<file path="src/rtl/video_pkg.sv">
// -----------------------------------------------------------------------------
// video_pkg
// Shared types and constants for the video capture write path.
//   video_in_state_t : capture FSM state encoding
//   VIDEO_*          : default frame geometry and packet size
//   INT_CYCLES       : length of the end-of-frame interrupt pulse
//   PIX_CNT_W        : width of the per-frame pixel counter (frames < 2^20 px)
//   cnt_width()      : index width for an n-entry table, never below 1 bit
// -----------------------------------------------------------------------------
package video_pkg;

  typedef enum logic [1:0] {
    IDLE  = 2'd0,
    FILL  = 2'd1,
    WRITE = 2'd2,
    DONE  = 2'd3
  } video_in_state_t;

  localparam int VIDEO_WIDTH  = 640;
  localparam int VIDEO_HEIGHT = 480;
  localparam int VIDEO_NBPACK = 16;
  localparam int INT_CYCLES   = 4;
  localparam int PIX_CNT_W    = 20;

  // A one-entry table still needs a 1-bit index to stay legal.
  function automatic int cnt_width(input int n);
    if (n > 1) begin
      return $clog2(n);
    end else begin
      return 1;
    end
  endfunction

endpackage

</file>
<file path="src/rtl/video_in_pack.sv">
// -----------------------------------------------------------------------------
// video_in_pack
// NBPACK x 8-bit pixel buffer, written one pixel at a time and read back as
// 32-bit words of four consecutive pixels (earliest pixel in bits [31:24]).
// Ports:
//   clk        in   system clock
//   nRST       in   synchronous active-low reset, clears the buffer
//   we_i       in   write strobe for one pixel
//   wr_idx_i   in   pixel slot 0..NBPACK-1
//   wr_data_i  in   pixel value
//   rd_word_i  in   word index 0..NBPACK/4-1
//   rd_data_o  out  packed word {p[4w], p[4w+1], p[4w+2], p[4w+3]}
// -----------------------------------------------------------------------------
module video_in_pack
  import video_pkg::*;
#(
  parameter int  NBPACK = VIDEO_NBPACK,
  localparam int FW     = cnt_width(NBPACK),
  localparam int NW     = NBPACK / 4,
  localparam int WW     = cnt_width(NW)
) (
  input  logic          clk,
  input  logic          nRST,
  input  logic          we_i,
  input  logic [FW-1:0] wr_idx_i,
  input  logic [7:0]    wr_data_i,
  input  logic [WW-1:0] rd_word_i,
  output logic [31:0]   rd_data_o
);

  // Storing whole words keeps the read port a plain array index.
  logic [31:0]   word_q [NW];
  logic [WW-1:0] wr_word_s;
  logic [1:0]    wr_slot_s;

  assign wr_word_s = WW'(wr_idx_i >> 2);
  assign wr_slot_s = wr_idx_i[1:0];

  // Byte-lane write into the addressed word; slot 0 lands in the top byte.
  always_ff @(posedge clk) begin
    if (!nRST) begin
      for (int k = 0; k < NW; k++) begin
        word_q[k] <= 32'd0;
      end
    end else if (we_i) begin
      case (wr_slot_s)
        2'd0:    word_q[wr_word_s][31:24] <= wr_data_i;
        2'd1:    word_q[wr_word_s][23:16] <= wr_data_i;
        2'd2:    word_q[wr_word_s][15:8]  <= wr_data_i;
        2'd3:    word_q[wr_word_s][7:0]   <= wr_data_i;
        default: word_q[wr_word_s][7:0]   <= wr_data_i;
      endcase
    end else begin
      for (int k = 0; k < NW; k++) begin
        word_q[k] <= word_q[k];
      end
    end
  end

  assign rd_data_o = word_q[rd_word_i];

endmodule

</file>
<file path="src/rtl/video_in_write.sv">
// -----------------------------------------------------------------------------
// video_in_write
// Capture-side DMA master. Pops 8-bit pixels from the input FIFO, packs
// NBPACK of them, and writes the packet as NBPACK/4 Wishbone single writes
// starting at the frame base address. After WIDTH*HEIGHT pixels it raises a
// 4-cycle interrupt and returns to idle until the next start.
// Ports:
//   clk, nRST     clock, synchronous active-low reset
//   wb_reg_data   frame base byte address (bits [1:0] ignored)
//   wb_reg_ctr    control; rising edge of bit 0 starts a frame
//   interrupt     end-of-frame pulse, INT_CYCLES long
//   p_wb_*        Wishbone master write port
//   empty         FIFO empty flag
//   pixel_in      FIFO head (show-ahead)
//   r_e           FIFO pop, combinational on empty
// -----------------------------------------------------------------------------
module video_in_write
  import video_pkg::*;
#(
  parameter int NBPACK = VIDEO_NBPACK,
  parameter int WIDTH  = VIDEO_WIDTH,
  parameter int HEIGHT = VIDEO_HEIGHT
) (
  input  logic        clk,
  input  logic        nRST,
  input  logic [31:0] wb_reg_data,
  input  logic [31:0] wb_reg_ctr,
  output logic        interrupt,
  output logic [31:0] p_wb_DAT_O,
  input  logic        p_wb_ACK_I,
  output logic        p_wb_STB_O,
  output logic        p_wb_CYC_O,
  output logic        p_wb_LOCK_O,
  output logic [3:0]  p_wb_SEL_O,
  output logic        p_wb_WE_O,
  output logic [31:0] p_wb_ADR_O,
  input  logic        empty,
  input  logic [7:0]  pixel_in,
  output logic        r_e
);

  localparam int FW = cnt_width(NBPACK);
  localparam int NW = NBPACK / 4;
  localparam int WW = cnt_width(NW);

  localparam logic [PIX_CNT_W-1:0] FRAME_PIX = PIX_CNT_W'(WIDTH * HEIGHT);
  localparam logic [FW-1:0]        FILL_LAST = FW'(NBPACK - 1);
  localparam logic [WW-1:0]        WORD_LAST = WW'(NW - 1);
  localparam logic [1:0]           INT_LAST  = 2'(INT_CYCLES - 1);

  video_in_state_t      state_q, state_d;
  logic                 old_ctr0_q;
  logic [31:0]          base_q, base_d;
  logic [PIX_CNT_W-1:0] pixel_count_q, pixel_count_d;
  logic [FW-1:0]        fill_cnt_q, fill_cnt_d;
  logic [WW-1:0]        word_cnt_q, word_cnt_d;
  logic [1:0]           int_cnt_q, int_cnt_d;

  logic                 start_s;
  logic                 pop_s;
  logic                 bus_s;
  logic [PIX_CNT_W-1:0] pix_next_s;
  logic [31:0]          pack_word_s;
  logic                 unused_bits_s;

  // Only bit 0 of the control register and bits [31:2] of the base matter.
  assign unused_bits_s = ^{wb_reg_ctr[31:1], wb_reg_data[1:0]};

  assign start_s    = wb_reg_ctr[0] & ~old_ctr0_q;
  assign pop_s      = (state_q == FILL) & ~empty;
  assign bus_s      = (state_q == WRITE);
  assign pix_next_s = pixel_count_q + PIX_CNT_W'(4);

  // Next-state and counter update for the capture FSM.
  always_comb begin
    state_d       = state_q;
    base_d        = base_q;
    pixel_count_d = pixel_count_q;
    fill_cnt_d    = fill_cnt_q;
    word_cnt_d    = word_cnt_q;
    int_cnt_d     = int_cnt_q;
    case (state_q)
      IDLE: begin
        if (start_s) begin
          base_d        = {wb_reg_data[31:2], 2'b00};
          pixel_count_d = '0;
          fill_cnt_d    = '0;
          word_cnt_d    = '0;
          int_cnt_d     = 2'd0;
          state_d       = FILL;
        end else begin
          state_d = IDLE;
        end
      end
      FILL: begin
        if (pop_s) begin
          if (fill_cnt_q == FILL_LAST) begin
            fill_cnt_d = '0;
            state_d    = WRITE;
          end else begin
            fill_cnt_d = fill_cnt_q + FW'(1);
          end
        end else begin
          fill_cnt_d = fill_cnt_q;
        end
      end
      WRITE: begin
        if (p_wb_ACK_I) begin
          pixel_count_d = pix_next_s;
          if (word_cnt_q == WORD_LAST) begin
            word_cnt_d = '0;
            // Decide frame end on the count that includes this word.
            if (pix_next_s == FRAME_PIX) begin
              state_d = DONE;
            end else begin
              state_d = FILL;
            end
          end else begin
            word_cnt_d = word_cnt_q + WW'(1);
          end
        end else begin
          word_cnt_d = word_cnt_q;
        end
      end
      DONE: begin
        if (int_cnt_q == INT_LAST) begin
          int_cnt_d = 2'd0;
          state_d   = IDLE;
        end else begin
          int_cnt_d = int_cnt_q + 2'd1;
        end
      end
      default: begin
        state_d = IDLE;
      end
    endcase
  end

  // State and counter registers; old_ctr0 resets high so a level held
  // through reset is not mistaken for a start.
  always_ff @(posedge clk) begin
    if (!nRST) begin
      state_q       <= IDLE;
      old_ctr0_q    <= 1'b1;
      base_q        <= 32'd0;
      pixel_count_q <= '0;
      fill_cnt_q    <= '0;
      word_cnt_q    <= '0;
      int_cnt_q     <= 2'd0;
    end else begin
      state_q       <= state_d;
      old_ctr0_q    <= wb_reg_ctr[0];
      base_q        <= base_d;
      pixel_count_q <= pixel_count_d;
      fill_cnt_q    <= fill_cnt_d;
      word_cnt_q    <= word_cnt_d;
      int_cnt_q     <= int_cnt_d;
    end
  end

  video_in_pack #(
    .NBPACK (NBPACK)
  ) u_pack (
    .clk       (clk),
    .nRST      (nRST),
    .we_i      (pop_s),
    .wr_idx_i  (fill_cnt_q),
    .wr_data_i (pixel_in),
    .rd_word_i (word_cnt_q),
    .rd_data_o (pack_word_s)
  );

  // Bus outputs come straight from registered state and are forced to zero
  // outside WRITE, so a reset drops the cycle at the very next edge.
  assign p_wb_STB_O  = bus_s;
  assign p_wb_CYC_O  = bus_s;
  assign p_wb_WE_O   = bus_s;
  assign p_wb_LOCK_O = 1'b0;
  assign p_wb_SEL_O  = 4'hF;
  assign p_wb_ADR_O  = bus_s ? (base_q + 32'(pixel_count_q)) : 32'd0;
  assign p_wb_DAT_O  = bus_s ? pack_word_s : 32'd0;
  assign interrupt   = (state_q == DONE);
  assign r_e         = pop_s;

endmodule

</file>
<file path="config.mk">
export PLATFORM = sky130hd
export DESIGN_NAME = video_in_write
export DESIGN_NICKNAME = d
export VERILOG_FILES = /design/src/rtl/video_pkg.sv /design/src/rtl/video_in_pack.sv /design/src/rtl/video_in_write.sv
export SDC_FILE = /design/constraint.sdc
export NUM_CORES = 1
export LEC_CHECK = 0
export ABC_AREA = 0
export CORE_UTILIZATION = 55
export DETAILED_ROUTE_END_ITERATION = 6
export GPL_ROUTABILITY_DRIVEN = 0
export PLACE_DENSITY = 0.91
export SLEW_MARGIN = 5
export SYNTH_ARGS = -nofsm -noshare
export SYNTH_HDL_FRONTEND = slang
export SYNTH_SLANG_ARGS = --single-unit
</file>
<file path="constraint.sdc">
create_clock -name clk -period 4.3 [get_ports clk]
set_input_delay 0.86 -clock clk [delete_from_list [all_inputs] [get_ports clk]]
set_output_delay 0.86 -clock clk [all_outputs]
set_load 0.01 [all_outputs]
</file>
==> results.sh <==
export IMPL_crit_family="compound AO/OA/AOI/OAI gates"
export IMPL_layout_min_cycle_time_ps=4170
export IMPL_synth_distinct_cells=61
export IMPL_synth_main_ff_cell="edfxtp_1"
export IMPL_fin_ws_ps=135
export IMPL_cpPeakStageDelay_ps=370
export IMPL_antenna_left=0
export IMPL_wl_per_cell_um=18.5
export IMPL_maxSlewHeadroom=0.347
export IMPL_synth_most_common_cell="and2_1"
export IMPL_gr_usage_all_layers=0.262
export IMPL_status="finished clean"
export IMPL_die_h_um=136
export IMPL_seq_area_frac_synth=0.512
export IMPL_coreArea_um2=17400
export IMPL_worst_skew_pair_late_latency_ps=440
export IMPL_dr_pass1_iters=6
export IMPL_synth_top_area_frac=0.389
export IMPL_synth_edff_count=128
export IMPL_ctsHoldBuffers=0
export IMPL_syn_area_um2=9890
export IMPL_rows=48
export IMPL_drive_gt1_frac=0.107
export IMPL_clock_sinks=189
export IMPL_fin_skew_ps=11.0
export IMPL_switching_share=0.235
export IMPL_grt_max_degree=56
export IMPL_antenna_found_initial=0
export IMPL_timing_hold_violations_final=0
export IMPL_hpwl_mm=15.6
export IMPL_internal_power_mw=2.83
export IMPL_initial_core_util=0.568
export IMPL_syn2layout_area_growth_pct=20.1
export IMPL_num_nets_final=1145
export IMPL_clockRootBuffer="clkbuf_16"
export IMPL_criticalPathCategory="reg -> out"
export IMPL_netlist_top_cells_count="and2_1, edfxtp_1, nand2_1"
export IMPL_ys_warn_count=0
export IMPL_gr_total_overflow=0
export IMPL_grt_pass1_wl_mm=36.6
export IMPL_setup_violations=0
export IMPL_slowest_stage="fa_1"
export IMPL_crit_path_end_kind="output pin"
export IMPL_nFillCells=1173
export IMPL_p_comb_frac=0.050
export IMPL_fin_crit_sh=0.969
export IMPL_required_ps=3440
export IMPL_diodes=0
export IMPL_clock_power_share=0.406
export IMPL_port_buffers=109
export IMPL_maxSlewViolCount=0
export IMPL_vias_per_cell=5.89
export IMPL_pin_count=150
export IMPL_leakagePower_nw=4.50
export IMPL_die_width_um=136
export IMPL_setup_tns_ps=0
export IMPL_powerDensity_nw_per_um2=311
export IMPL_grt_pass1_vias=7189
export IMPL_synth_area_leader_cell="edfxtp_1"
export IMPL_cts_tree="yes"
export IMPL_cp_max_fo=3
export IMPL_min_path_type="reg -> reg"
export IMPL_cts_made_buffers=17
export IMPL_critPathBufInv=3
export IMPL_synth_seq_cells=189
export IMPL_path_clk_slew_ps=80
export IMPL_start_kind="flop"
export IMPL_timing_fmax_ghz=0.240
export IMPL_synth_cells=936
export IMPL_drtIter0Drc=741
export IMPL_syn_avg_cell_area_um2=10.6
export IMPL_netSwitchingPower_uw=866
export IMPL_drc=0
export IMPL_num_vias=7530
export IMPL_async_flop_share=0
export IMPL_netlist_top_cells_area="edfxtp_1, dfxtp_1, and2_1"
export IMPL_drt_wl_total_mm=23.7
export IMPL_tightest_slew_ps=978
export IMPL_dieArea_um2=18500
export IMPL_cap_violations=0
export IMPL_cp_cell_sequence="ha_1 > inv_1 > fa_1 > and2b_1 > o2111ai_1 > nand3b_1 > a22oi_2 > o211ai_1 > buf_4 > a21oi_2 > o311a_1 > nor3_1 > dlygate4sd2_1"
export IMPL_arrival_ps=3310
export IMPL_rsz0062_at_grt="no"
export IMPL_cts_htree_levels=4
export IMPL_peakVddDrop_mv=0.320
export IMPL_ctsLongestPathBuffers=2
export IMPL_pwr_share_seq=0.544
export IMPL_post_place_ws_ps=281
-- placed cells by master, fill, tap and decap left out, types with 11 or more instances in the layout --
cell type / netlist / final
xnor2_1: 11 / 11
xor2_1: 16 / 16
ha_1: 26 / 26
edfxtp_1: 128 / 128
a31oi_1: 11 / 11
nand2_1: 106 / 106
clkbuf_16: 0 / 17
nor2_1: 68 / 68
nand3_1: 18 / 18
clkdlybuf4s50_1: 0 / 99
dfxtp_1: 61 / 58
o21ai_0: 36 / 36
mux4_2: 32 / 32
buf_4: 9 / 32
a21oi_1: 68 / 67
nor3_1: 16 / 15
and2_1: 167 / 167
nand2b_1: 12 / 12
-- per-stage QoR --
step,utilization,power (mW),std cells,hold WS (ps),instance area (um2)
2_1_floorplan,-,2.14,941,441,9910
3_3_place_gp,0.644,2.22,1241,449,11200
3_5_place_dp,0.644,2.23,1241,453,11200
4_1_cts,0.678,3.70,1273,465,11800
5_1_grt,0.682,3.79,1279,483,11900
6_report,0.682,3.69,1279,465,11900
-- worst register-to-register path: stages, from the launching register on --
cell and delay (ps):
dfxtp_1 480, nand2b_1 170, buf_4 220, inv_1 240
buf_4 270, and2_1 350, nor2_1 740, o21ai_0 250
a21oi_1 160
-- flip-flops by register name, indices dropped and copies added (netlist names), named ones only --
register	flops
word_cnt_q	2
state_q	2
fill_cnt_q	4
old_ctr0_q	1
u_pack.word_q	128
int_cnt_q	2
pixel_count_q	18
base_q	30
-- final timing paths --
path                         start                 to  slack (ps)  depth (start not counted)
setup / recovery  pixel_count_q[2]     p_wb_ADR_O[22]         130                         13
hold / removal           base_q[5]          base_q[5]         460                          2
setup reg to reg        state_q[0]  pixel_count_q[13]        1330                          8
hold reg to reg          base_q[5]          base_q[5]         460                          2
-- final cells by class --
type / instances / area, um2 / area share
clock buffers: 18 / 429 / 0.0361
clock inverters: 13 / 118 / 0.00990
inverters: 11 / 41.3 / 0.00348
multi-input cells: 682 / 4600 / 0.387
flip-flops and latches: 189 / 5070 / 0.427
well taps: 225 / 282 / 0.0237
repair buffers: 141 / 1340 / 0.113
-- routing by layer --
| metal | global-route usage | routed length [um] | up-vias |
|---|---|---|---|
| met5 | 0 | 0 | - |
| met4 | 0.123 | 750 | 0 |
| met3 | 0.0518 | 1950 | 58 |
| met2 | 0.433 | 11800 | 382 |
| met1 | 0.329 | 9180 | 3579 |
| li1 | - | - | 3511 |
-- power by group through the flow --
| stage | sequential [mW] | clock (mW) | combinational, mW |
|---|---|---|---|
| final | 2.01 | 1.50 | 0.185 |
| after global routing | 2.01 | 1.58 | 0.200 |
| after CTS | 2.01 | 1.51 | 0.184 |
| after detailed placement | 2.05 | 0 | 0.183 |
| after global placement | 2.04 | 0 | 0.177 |
| after floorplan | 2.04 | 0 | 0.101 |
-- logic make-up (layout without fill, tap and decap cells) --
| family | count (synthesis) | after routing | share of synthesized area |
|---|---|---|---|
| and+or+nand+nor | 436 | 436 | 0.233 |
| buffers and inverters | 70 | 183 | 0.0305 |
| other | 2 | 7 | 0.000759 |
| adders and majority gates | 27 | 27 | 0.0349 |
| xor gates and xnor gates | 27 | 27 | 0.0239 |
| muxes | 33 | 33 | 0.0739 |
| DFF | 189 | 189 | 0.512 |
| AOI/OAI and AO/OA | 152 | 152 | 0.0915 |
-- what timing repair did --
action / CTS / global route
setup buffers: 1 / 6
pin swaps: 5 / 5
endpoints found under the setup margin: 9 / 13
gates resized for setup: 7 / 11
Note: power is estimated with default switching activity, not from simulation.
==> variant (same settings) <==
Change the package constant `VIDEO_NBPACK` from 16 to 32.
--- a/src/rtl/video_pkg.sv
+++ b/src/rtl/video_pkg.sv
@@ -20,3 +20,3 @@
   localparam int VIDEO_HEIGHT = 480;
-  localparam int VIDEO_NBPACK = 16;
+  localparam int VIDEO_NBPACK = 32;
   localparam int INT_CYCLES   = 4;
Formal check against the unedited RTL: same outputs for any inputs over 10 cycles, from zero or initial values and one cycle with nRST low; that may be too few to reach the edited logic, so the function may still have changed.
==> variant against the unedited design <==
  * Area after synthesis grew 62%
  * Final area increased by 57%
  * Critical path type unchanged
  * Routed wire length up 60%
  * Critical path depth decreased by 3
  * Setup slack got worse by 49 ps
  * Final cell count increased by 44%
  * Non-clock buffer count increased by 12
  * Synthesized cell count grew 43%
  * Largest cell class unchanged
  * Sequential cell count grew 131
  * Power increased by 91%
==> variant: results (changes against the unedited design) <==
- Multi-Input Combinational: 918 (was 682)
- Final sequential cell count: 320 (was 189)
- Post-synthesis cell type count: 63 (was 61)
- Maximum number of pins on one net before global-route repair: 57 (was 56)
- Level count of the clock H-tree: 2 (was 4)
- Delay of the slowest cell on the worst path: 560 ps (was 370 ps)
- Detailed-routing wirelength on met1: 14,360 um (was 9178 um)
- Non-clock buffer count: 153 (was 141)
- M1 GR Usage: 31.11% (was 32.93%)
- Global-route wire length before repair: 58,930 um (was 36,580 um)
- Iteration count of the initial detailed-routing pass: 7 (was 6)
- Initial drt markers: 931 (was 741)
- Routed wire length on met3: 3122 um (was 1951 um)
- Leak Pwr: 6.493 nW (was 4.500 nW)
- Worst max-slew margin expressed relative to the limit: 16.01% (was 34.68%)
- CTS clk-pin slew, worst paths: 60 ps (was 80 ps)
- Fraction of area in multi-input gates: 35.40% (was 38.71%)
- Outcome: completed (unchanged)
- Amount of wire on met2 after detailed routing: 19,170 um (was 11,800 um)
- EDFF count, synth: 256 (was 128)
- Number of buffers on the longest clock path: 3 (was 2)
- Critical Path Fanout Max: 13 (was 3)
- CP arrival: 3350 ps (was 3310 ps)
- Seq. cell area: 0.008986 sq mm (was 0.005069 sq mm)
- Number of buffers created by CTS: 34 (was 17)
- Top cells by area, synth: sky130_fd_sc_hd__edfxtp_1, sky130_fd_sc_hd__and2_1, sky130_fd_sc_hd__mux4_2 (was sky130_fd_sc_hd__edfxtp_1, sky130_fd_sc_hd__dfxtp_1, sky130_fd_sc_hd__and2_1)
- Share of total power consumed by net switching: 23.44% (was 23.46%)
- Largest registers ranked by flip-flop count: u_pack.word_q: 256 flops, base_q: 30 flops, pixel_count_q: 18 flops (was u_pack.word_q: 128 flops, base_q: 30 flops, pixel_count_q: 18 flops)
- Average routed wire per standard cell: 20.55 um (was 18.52 um)
- Standard cell area after detailed placement: 0.01750 sq mm (was 0.01122 sq mm)
- Area delta synth->final: 16.47% (was 20.06%)
==> variant: cell types whose count changed in the layout (fill, tap and decap cells not counted), moves of 31 or more <==
cell and change:
sky130_fd_sc_hd__and2_1 +96, sky130_fd_sc_hd__edfxtp_1 +128, sky130_fd_sc_hd__mux2i_1 +31, sky130_fd_sc_hd__mux4_2 +32, sky130_fd_sc_hd__nor2_1 +38, sky130_fd_sc_hd__o21ai_0 +35
==> variant: power groups by stage <==
| stage | registers (mW) | clock network, mW | logic [mW] |
|---|---|---|---|
| floorplan | 3.56 | 0 | 0.391 |
| global placement | 3.58 | 0 | 0.583 |
| detailed placement | 3.59 | 0 | 0.602 |
| CTS | 3.53 | 2.91 | 0.611 |
| global route | 3.54 | 3.01 | 0.652 |
| finish | 3.53 | 2.90 | 0.610 |
==> variant: path summary, 6_finish.rpt <==
check	startpoint	end	slack (ps)	depth (start not counted)
max	pixel_count_q[5]	p_wb_ADR_O[16]	90	10
min	base_q[18]	base_q[18]	460	2
max reg2reg	state_q[0]	u_pack.word_q[6][19]	1440	5
min reg2reg	base_q[18]	base_q[18]	460	2
==> variant: cells by family after synthesis <==
| group | share of synthesized area (%) |
|---|---|
| muxes | 11.01 |
| DFF | 56.03 |
| other | 0.04692 |
| adders and majority gates | 2.314 |
| AOI/OAI and AO/OA | 6.941 |
| buffers and inverters | 3.119 |
| and+or+nand+nor | 19.12 |
| xor gates and xnor gates | 1.423 |
==> variant: through the flow <==
stage                     instances  worst slack [ps]
after floorplan                1346              1097
after global placement         1784             431.1
after detailed placement       1784             357.3
after CTS                      1841             16.26
after global routing           1843             17.60
final                          1843             85.77
==> variant: timing repair <==
action,in CTS,in global routing
hold endpoints to repair,0,0
setup buffers,0,1
gates cloned,0,1
gates resized for setup,5,13
pin swaps,0,2
setup endpoints to repair,6,13
